[config.mk]
export PLATFORM = sky130hd
export DESIGN_NAME = resp_tx_flat
export DESIGN_NICKNAME = d
export VERILOG_FILES = /design/src/rtl/resp_tx_pkg.sv /design/src/rtl/resp_tx_if.sv /design/src/rtl/resp_tx_buf.sv /design/src/rtl/resp_tx.sv /design/src/flat_wrapper.sv
export SDC_FILE = /design/constraint.sdc
export NUM_CORES = 1
export LEC_CHECK = 0
export BUFFER_PORTS_ARGS = -buffer_cell sky130_fd_sc_hd__buf_2
export CORE_AREA = 2 2 114 199
export DETAILED_ROUTE_END_ITERATION = 7
export DIE_AREA = 0 0 116 201
export GPL_ROUTABILITY_DRIVEN = 0
export GPL_TIMING_DRIVEN = 0
export PLACE_DENSITY = 0.47
export SYNTH_ARGS = -nofsm -noshare
export SYNTH_HDL_FRONTEND = slang
export SYNTH_HIERARCHICAL = 1
export SYNTH_SLANG_ARGS = --single-unit
[constraint.sdc]
create_clock -name clk -period 3.7 [get_ports clk]
set_input_delay 0.185 -clock clk [delete_from_list [all_inputs] [get_ports clk]]
set_output_delay 0.185 -clock clk [all_outputs]
set_load 0.05 [all_outputs]
[src/rtl/resp_tx_pkg.sv]
// Shared types and constants for the slave-to-master response transmitter.
// No logic of its own; latency and backpressure are defined by resp_tx.
// Optional checksum byte is enabled with RESP_TX_CHECKSUM_EN.
package resp_tx_pkg;

  typedef logic [7:0] byte_t;

  typedef enum logic [2:0] {
    ST_COLLECT = 3'd0,
    ST_SOF     = 3'd1,
    ST_LEN     = 3'd2,
    ST_PAY     = 3'd3,
    ST_CSUM    = 3'd4
  } state_e;

  localparam byte_t SOF_DEFAULT = 8'hA5;

endpackage

[src/rtl/resp_tx_if.sv]
// Valid/ready link bundle between the slave datapath, the transmitter and the master.
// Pure wiring, zero latency.
// The master drives ready; the transmitter holds valid/data_out while ready is low.
interface resp_tx_if;
  import resp_tx_pkg::*;

  byte_t data_in;
  logic  data_en;
  logic  pkt_end;
  logic  ready;
  logic  valid;
  byte_t data_out;
  logic  busy;
  logic  overflow;

  modport slave (
    input  data_in, data_en, pkt_end, ready,
    output valid, data_out, busy, overflow
  );

  modport master (
    output data_in, data_en, pkt_end, ready,
    input  valid, data_out, busy, overflow
  );

endinterface

[src/rtl/resp_tx_buf.sv]
// Payload buffer: DEPTH x 8 register array, synchronous write, combinational read.
// Write visible one cycle after wr_en; read is same-cycle.
// No backpressure; the caller gates wr_en.
module resp_tx_buf
  import resp_tx_pkg::*;
#(
  parameter int DEPTH = 16,
  parameter int AW    = 4
) (
  input  logic          clk,
  input  logic          wr_en,
  input  logic [AW-1:0] wr_addr,
  input  byte_t         wr_data,
  input  logic [AW-1:0] rd_addr,
  output byte_t         rd_data
);

  byte_t mem [DEPTH];

  // Contents need no reset: the byte count is what defines valid entries.
  always_ff @(posedge clk) begin
    if (wr_en) begin
      mem[wr_addr] <= wr_data;
    end
  end

  assign rd_data = mem[rd_addr];

endmodule

[src/rtl/resp_tx.sv]
// Collects payload bytes, then frames SOF, LEN, payload (and XOR checksum with RESP_TX_CHECKSUM_EN).
// First frame byte is valid the cycle after the pkt_end edge; one byte per cycle with ready high.
// valid/data_out held while ready is low; writes arriving outside collection are dropped and flagged.
module resp_tx
  import resp_tx_pkg::*;
#(
  parameter int    DEPTH = 16,
  parameter byte_t SOF   = SOF_DEFAULT
) (
  input  logic     clk,
  input  logic     rst,
  resp_tx_if.slave bus
);

  localparam int AW = (DEPTH > 1) ? $clog2(DEPTH) : 1;
  localparam int CW = AW + 1;
  localparam logic [CW-1:0] FULL = CW'(DEPTH);
  localparam logic [CW-1:0] ONE  = CW'(1);

  localparam logic [2:0] S_COLLECT = 3'(ST_COLLECT);
  localparam logic [2:0] S_SOF     = 3'(ST_SOF);
  localparam logic [2:0] S_LEN     = 3'(ST_LEN);
  localparam logic [2:0] S_PAY     = 3'(ST_PAY);
`ifdef RESP_TX_CHECKSUM_EN
  localparam logic [2:0] S_CSUM    = 3'(ST_CSUM);
`endif

  logic [2:0]    state;
  logic [CW-1:0] count;
  logic [CW-1:0] rd_ptr;
  logic          valid_q;
  byte_t         dout_q;
  logic          ovf_q;
  byte_t         rd_data;
  logic          wr_en;
  logic          drop;
  logic          hs;
  logic [CW-1:0] eff_count;
`ifdef RESP_TX_CHECKSUM_EN
  byte_t         csum;
`endif

  assign wr_en     = bus.data_en && (state == S_COLLECT) && (count != FULL);
  assign drop      = bus.data_en && !wr_en;
  assign eff_count = count + CW'(wr_en);
  assign hs        = valid_q && bus.ready;

  resp_tx_buf #(
    .DEPTH (DEPTH),
    .AW    (AW)
  ) u_buf (
    .clk     (clk),
    .wr_en   (wr_en),
    .wr_addr (count[AW-1:0]),
    .wr_data (bus.data_in),
    .rd_addr (rd_ptr[AW-1:0]),
    .rd_data (rd_data)
  );

  // rd_ptr always points at the next payload byte to load into dout_q,
  // so the last payload byte is on the wire once rd_ptr reaches count.
  always_ff @(posedge clk or posedge rst) begin
    if (rst) begin
      state   <= S_COLLECT;
      count   <= '0;
      rd_ptr  <= '0;
      valid_q <= 1'b0;
      dout_q  <= '0;
      ovf_q   <= 1'b0;
`ifdef RESP_TX_CHECKSUM_EN
      csum    <= '0;
`endif
    end else begin
      if (drop) begin
        ovf_q <= 1'b1;
      end
      case (state)
        S_COLLECT: begin
          count <= eff_count;
          if (bus.pkt_end && (eff_count != '0)) begin
            state   <= S_SOF;
            valid_q <= 1'b1;
            dout_q  <= SOF;
          end
        end
        S_SOF: begin
          if (hs) begin
            state  <= S_LEN;
            dout_q <= byte_t'(count);
`ifdef RESP_TX_CHECKSUM_EN
            csum   <= byte_t'(count);
`endif
          end
        end
        S_LEN: begin
          if (hs) begin
            state  <= S_PAY;
            dout_q <= rd_data;
            rd_ptr <= rd_ptr + ONE;
          end
        end
        S_PAY: begin
          if (hs) begin
`ifdef RESP_TX_CHECKSUM_EN
            csum <= csum ^ dout_q;
`endif
            if (rd_ptr == count) begin
`ifdef RESP_TX_CHECKSUM_EN
              state  <= S_CSUM;
              dout_q <= csum ^ dout_q;
`else
              state   <= S_COLLECT;
              valid_q <= 1'b0;
              dout_q  <= '0;
              count   <= '0;
              rd_ptr  <= '0;
`endif
            end else begin
              dout_q <= rd_data;
              rd_ptr <= rd_ptr + ONE;
            end
          end
        end
`ifdef RESP_TX_CHECKSUM_EN
        S_CSUM: begin
          if (hs) begin
            state   <= S_COLLECT;
            valid_q <= 1'b0;
            dout_q  <= '0;
            count   <= '0;
            rd_ptr  <= '0;
          end
        end
`endif
        default: begin
          state   <= S_COLLECT;
          valid_q <= 1'b0;
          count   <= '0;
          rd_ptr  <= '0;
        end
      endcase
    end
  end

  assign bus.valid    = valid_q;
  assign bus.data_out = dout_q;
  assign bus.busy     = (state != S_COLLECT);
  assign bus.overflow = ovf_q;

endmodule
[src/flat_wrapper.sv]
// flat-port wrapper written by rule: the top's interface ports become plain ports
module resp_tx_flat import resp_tx_pkg::*;
#(
  parameter int    DEPTH = 16,
  parameter byte_t SOF   = SOF_DEFAULT
)
  (clk, rst, bus_data_in, bus_data_en, bus_pkt_end, bus_ready, bus_valid, bus_data_out, bus_busy, bus_overflow);
  resp_tx_if bus_i ();
  input  logic clk;
  input  logic rst;
  input wire logic [$bits(bus_i.data_in)-1:0] bus_data_in;
  input wire logic [$bits(bus_i.data_en)-1:0] bus_data_en;
  input wire logic [$bits(bus_i.pkt_end)-1:0] bus_pkt_end;
  input wire logic [$bits(bus_i.ready)-1:0] bus_ready;
  output wire logic [$bits(bus_i.valid)-1:0] bus_valid;
  output wire logic [$bits(bus_i.data_out)-1:0] bus_data_out;
  output wire logic [$bits(bus_i.busy)-1:0] bus_busy;
  output wire logic [$bits(bus_i.overflow)-1:0] bus_overflow;
  assign bus_i.data_in = bus_data_in;
  assign bus_i.data_en = bus_data_en;
  assign bus_i.pkt_end = bus_pkt_end;
  assign bus_i.ready = bus_ready;
  assign bus_valid = bus_i.valid;
  assign bus_data_out = bus_i.data_out;
  assign bus_busy = bus_i.busy;
  assign bus_overflow = bus_i.overflow;
  resp_tx #(.DEPTH(DEPTH), .SOF(SOF)) u_core (.clk(clk), .rst(rst), .bus(bus_i));
endmodule
==> flow_summary.ini <==
[status]
outcome = finished, final reports clean

[final_layout]
nets = 437
antenna_cells = 0
utilization_pct = 34.5
syn_to_final_growth_pct = 16.7
layout_commonest_cell = edfxtp_1
nFillCells = 2120
final_cell_mix = 128 x edfxtp_1, 30 x buf_2, 23 x nand2_1
fin_cells = 723
drive_gt1_share_pct = 25.5

[placement]
dp.final_hpwl_mm = 10.6
post-place-ws_ns = -0.403
place_inst = 689
portBuffers = 23

[logic_synthesis]
syn_nets = 391
synth-async-reset-ratio_pct = 14.7
synth-adder-area-share_pct = 1.75
syn_inst = 369
synth_top_area_share_pct = 59.6
synth_seq_cells = 150
seq_area_frac_synth_pct = 68.1
yosysUniqueCellTypes = 51
synthSimpleGateAreaFrac_pct = 6.26
synthMuxAreaShare_pct = 14.0
avgSynthCellArea_sq_um = 17.5
yosys-top-cells-area = edfxtp_1 60%, dfrtp_1 8.5%, mux4_2 6.3%, mux4_1 5.7%, a22oi_1 2.2%
synth-compound-area-share_pct = 6.56
synth_top_family_by_area = multiplexers
synth_edf_count = 128
synth_flop_cell = edfxtp_1
synth-xor-area-share_pct = 0.679
synth_area_sq_um = 6450
yosysTopAreaCell = edfxtp_1
ys.warnings.count = 6

[clock_tree]
clkSinkCount = 150
cts_tree = done
cts_buffer_depth = 2
numCtsBuffers = 17
clock_latency_ns = 0.42
clk_pin_slew_ns = 0.06
cts_max_level = 4
root_buffer = clkbuf_16

[sta]
setup_viol = 0
layout_setup_ws_ns = 0.255
clock_skew_ns = 0.0108
drv_slew = 0
rsz0062_at_grt = false
fmax_mhz = 290
fin_crit_ns = 3.45
relSlewSlack_pct = 38.7
hold_viol = 0
tightest_slew_ns = 0.918
period_share_pct = 93.1

[die]
die_height_um = 201
start_util_pct = 29.6
coreArea_sq_um = 21800
num_rows = 72
ioPinCount = 24
fp.dieW_um = 116
fp.dieArea_sq_um = 23300

[flow_run]
drv_cap = 0

[setup_path]
critPathKind = reg2reg
end_kind = flip-flop
worst-path-max-fanout = 9
cpMaxStageDelayCell = nor4_1
cp_top_family = simple AND/OR/NAND/NOR gates
cp_cell_sequence = buf_2 -> nor4_1 -> a211oi_4 -> ha_1 -> ha_1 -> and2_4 -> a21oi_4 -> o221ai_2 -> nor3_1 -> mux2_2
worstPathRequired_ns = 4.00
cp.arrival_ns = 3.74
max_stage_delay_ns = 0.57
setup.worst_path.start_class = flip-flop
worst-path-buf-inv = 1
crit_top_cell = ha_1

[route]
vias_per_cell = 4.72
wl_mm = 14.8
drc = 0
vias = 3416
antenna_left = 0
firstDrtPassIters = 4
avgRoutedWirePerCell_um = 20.5
drt-initial-drc-count = 198

[pwr]
leakage_nw = 2.56
seq_power_share_pct = 53.8
irDropWorstVdd_uv = 284
switching_share_pct = 20.9
power_density_nw_per_um2 = 453
pwr-share-comb_pct = 1.0
power_frac_clock_pct = 45.2
p_switching_mw = 0.713
internal_power_mw = 2.70

[grt]
grt_max_degree = 23
grt_pass1_wl_mm = 21.9
grtUsageTotal_pct = 13.4
grt_remaining_overflow = 0
antenna_found_initial = 0
grt_pass1_vias = 3671

[worst_hold_path]
hold_class = in2reg
==> worst reg2reg max path: stages, from the launching register on <==
cell	delay [ns]
dfrtp_1	0.52
buf_2	0.25
nor4_1	0.57
a211oi_4	0.21
ha_1	0.29
ha_1	0.25
and2_4	0.19
a21oi_4	0.16
o221ai_2	0.14
nor3_1	0.37
mux2_2	0.38
==> synthesized netlist by cell type, types with 5 or more instances <==
library cell / count
mux4_1: 14
dfrtp_1: 22
edfxtp_1: 128
nand2_1: 23
ha_1: 9
a21oi_1: 5
a22oi_1: 19
buf_2: 6
xor2_1: 5
nand3_1: 6
inv_1: 12
mux2_4: 6
nor3_1: 7
o21ai_0: 7
nor2_1: 21
mux4_2: 18
==> cells by family after synthesis <==
family / count (synthesis)
adders and majority gates: 9
DFF: 150
AOI/OAI and AO/OA: 56
and+or+nand+nor: 78
xor gates and xnor gates: 5
muxes: 42
buffers and inverters: 29
==> metal layers <==
layer  vias up  GRT usage (%)  share of wire (%)
li1       1574              -                  -
met1      1748           13.3                 35
met2        77           25.9                 60
met3        17           2.42                2.6
met4         0           5.99                2.4
met5         -              0                  0
==> final timing paths <==
kind	from	to	slack, ns	depth (start not counted)
max in group asynchronous	rst	u_core/count[4]$_DFFE_PP0P_	2.61	3
min	bus_data_en	u_core/bus.overflow$_DFFE_PP0P_	0.1	3
max	u_core/count[1]$_DFFE_PP0P_	u_core/state[1]$_DFFE_PP0P_	0.25	10
max reg2reg	u_core/count[1]$_DFFE_PP0P_	u_core/state[1]$_DFFE_PP0P_	0.25	10
min in group asynchronous	rst	u_core/bus.data_out[0]$_DFFE_PP0P_	0.51	3
min reg2reg	u_core/bus.overflow$_DFFE_PP0P_	u_core/bus.overflow$_DFFE_PP0P_	0.48	1
==> through the flow <==
stage          area, sq um  hold slack (ns)  setup TNS [ns]  power [mW]
3_5_place_dp          6950            0.463           -7.10        1.91
5_1_grt               7530            0.117               0        3.53
4_1_cts               7520           0.0956               0        3.45
3_3_place_gp          6940            0.431          -11.14        1.90
2_1_floorplan         6450            0.174               0        1.88
6_report              7530           0.0958               0        3.41
==> what timing repair did <==
action                     CTS  global route
hold endpoints to repair    19             0
pin swaps                    1             1
setup endpoints to repair   58            10
gates cloned                 0             0
resized for setup            2             2
setup buffers                1             0
hold buffers                 1             0
==> state kept, by name, indices dropped and copies added (netlist names) <==
register             count
u_core/bus.data_out      8
u_core/bus.overflow      1
u_core/bus.valid         1
u_core/count             5
u_core/rd_ptr            5
u_core/state             2
u_core/u_buf/mem       128
==> layout make-up <==
class,instances,area [sq um],share of cell area (%)
buffer,17,125,1.66
clock buffer,17,425,5.65
clock inverter,14,103,1.36
inverter,12,45.0,0.598
multi-input combinational,190,1910,25.4
sequential,150,4390,58.3
tap,296,370,4.92
timing repair buffer,27,158,2.09
==> power groups by stage <==
stage	combinational [mW]	clock [mW]	sequential, mW
floorplan	0.00423	0	1.87
global placement	0.0336	0	1.87
detailed placement	0.0370	0	1.87
CTS	0.0379	1.58	1.83
global route	0.0400	1.66	1.83
finish	0.0353	1.54	1.83
Note: power is estimated with default switching activity, not from simulation.
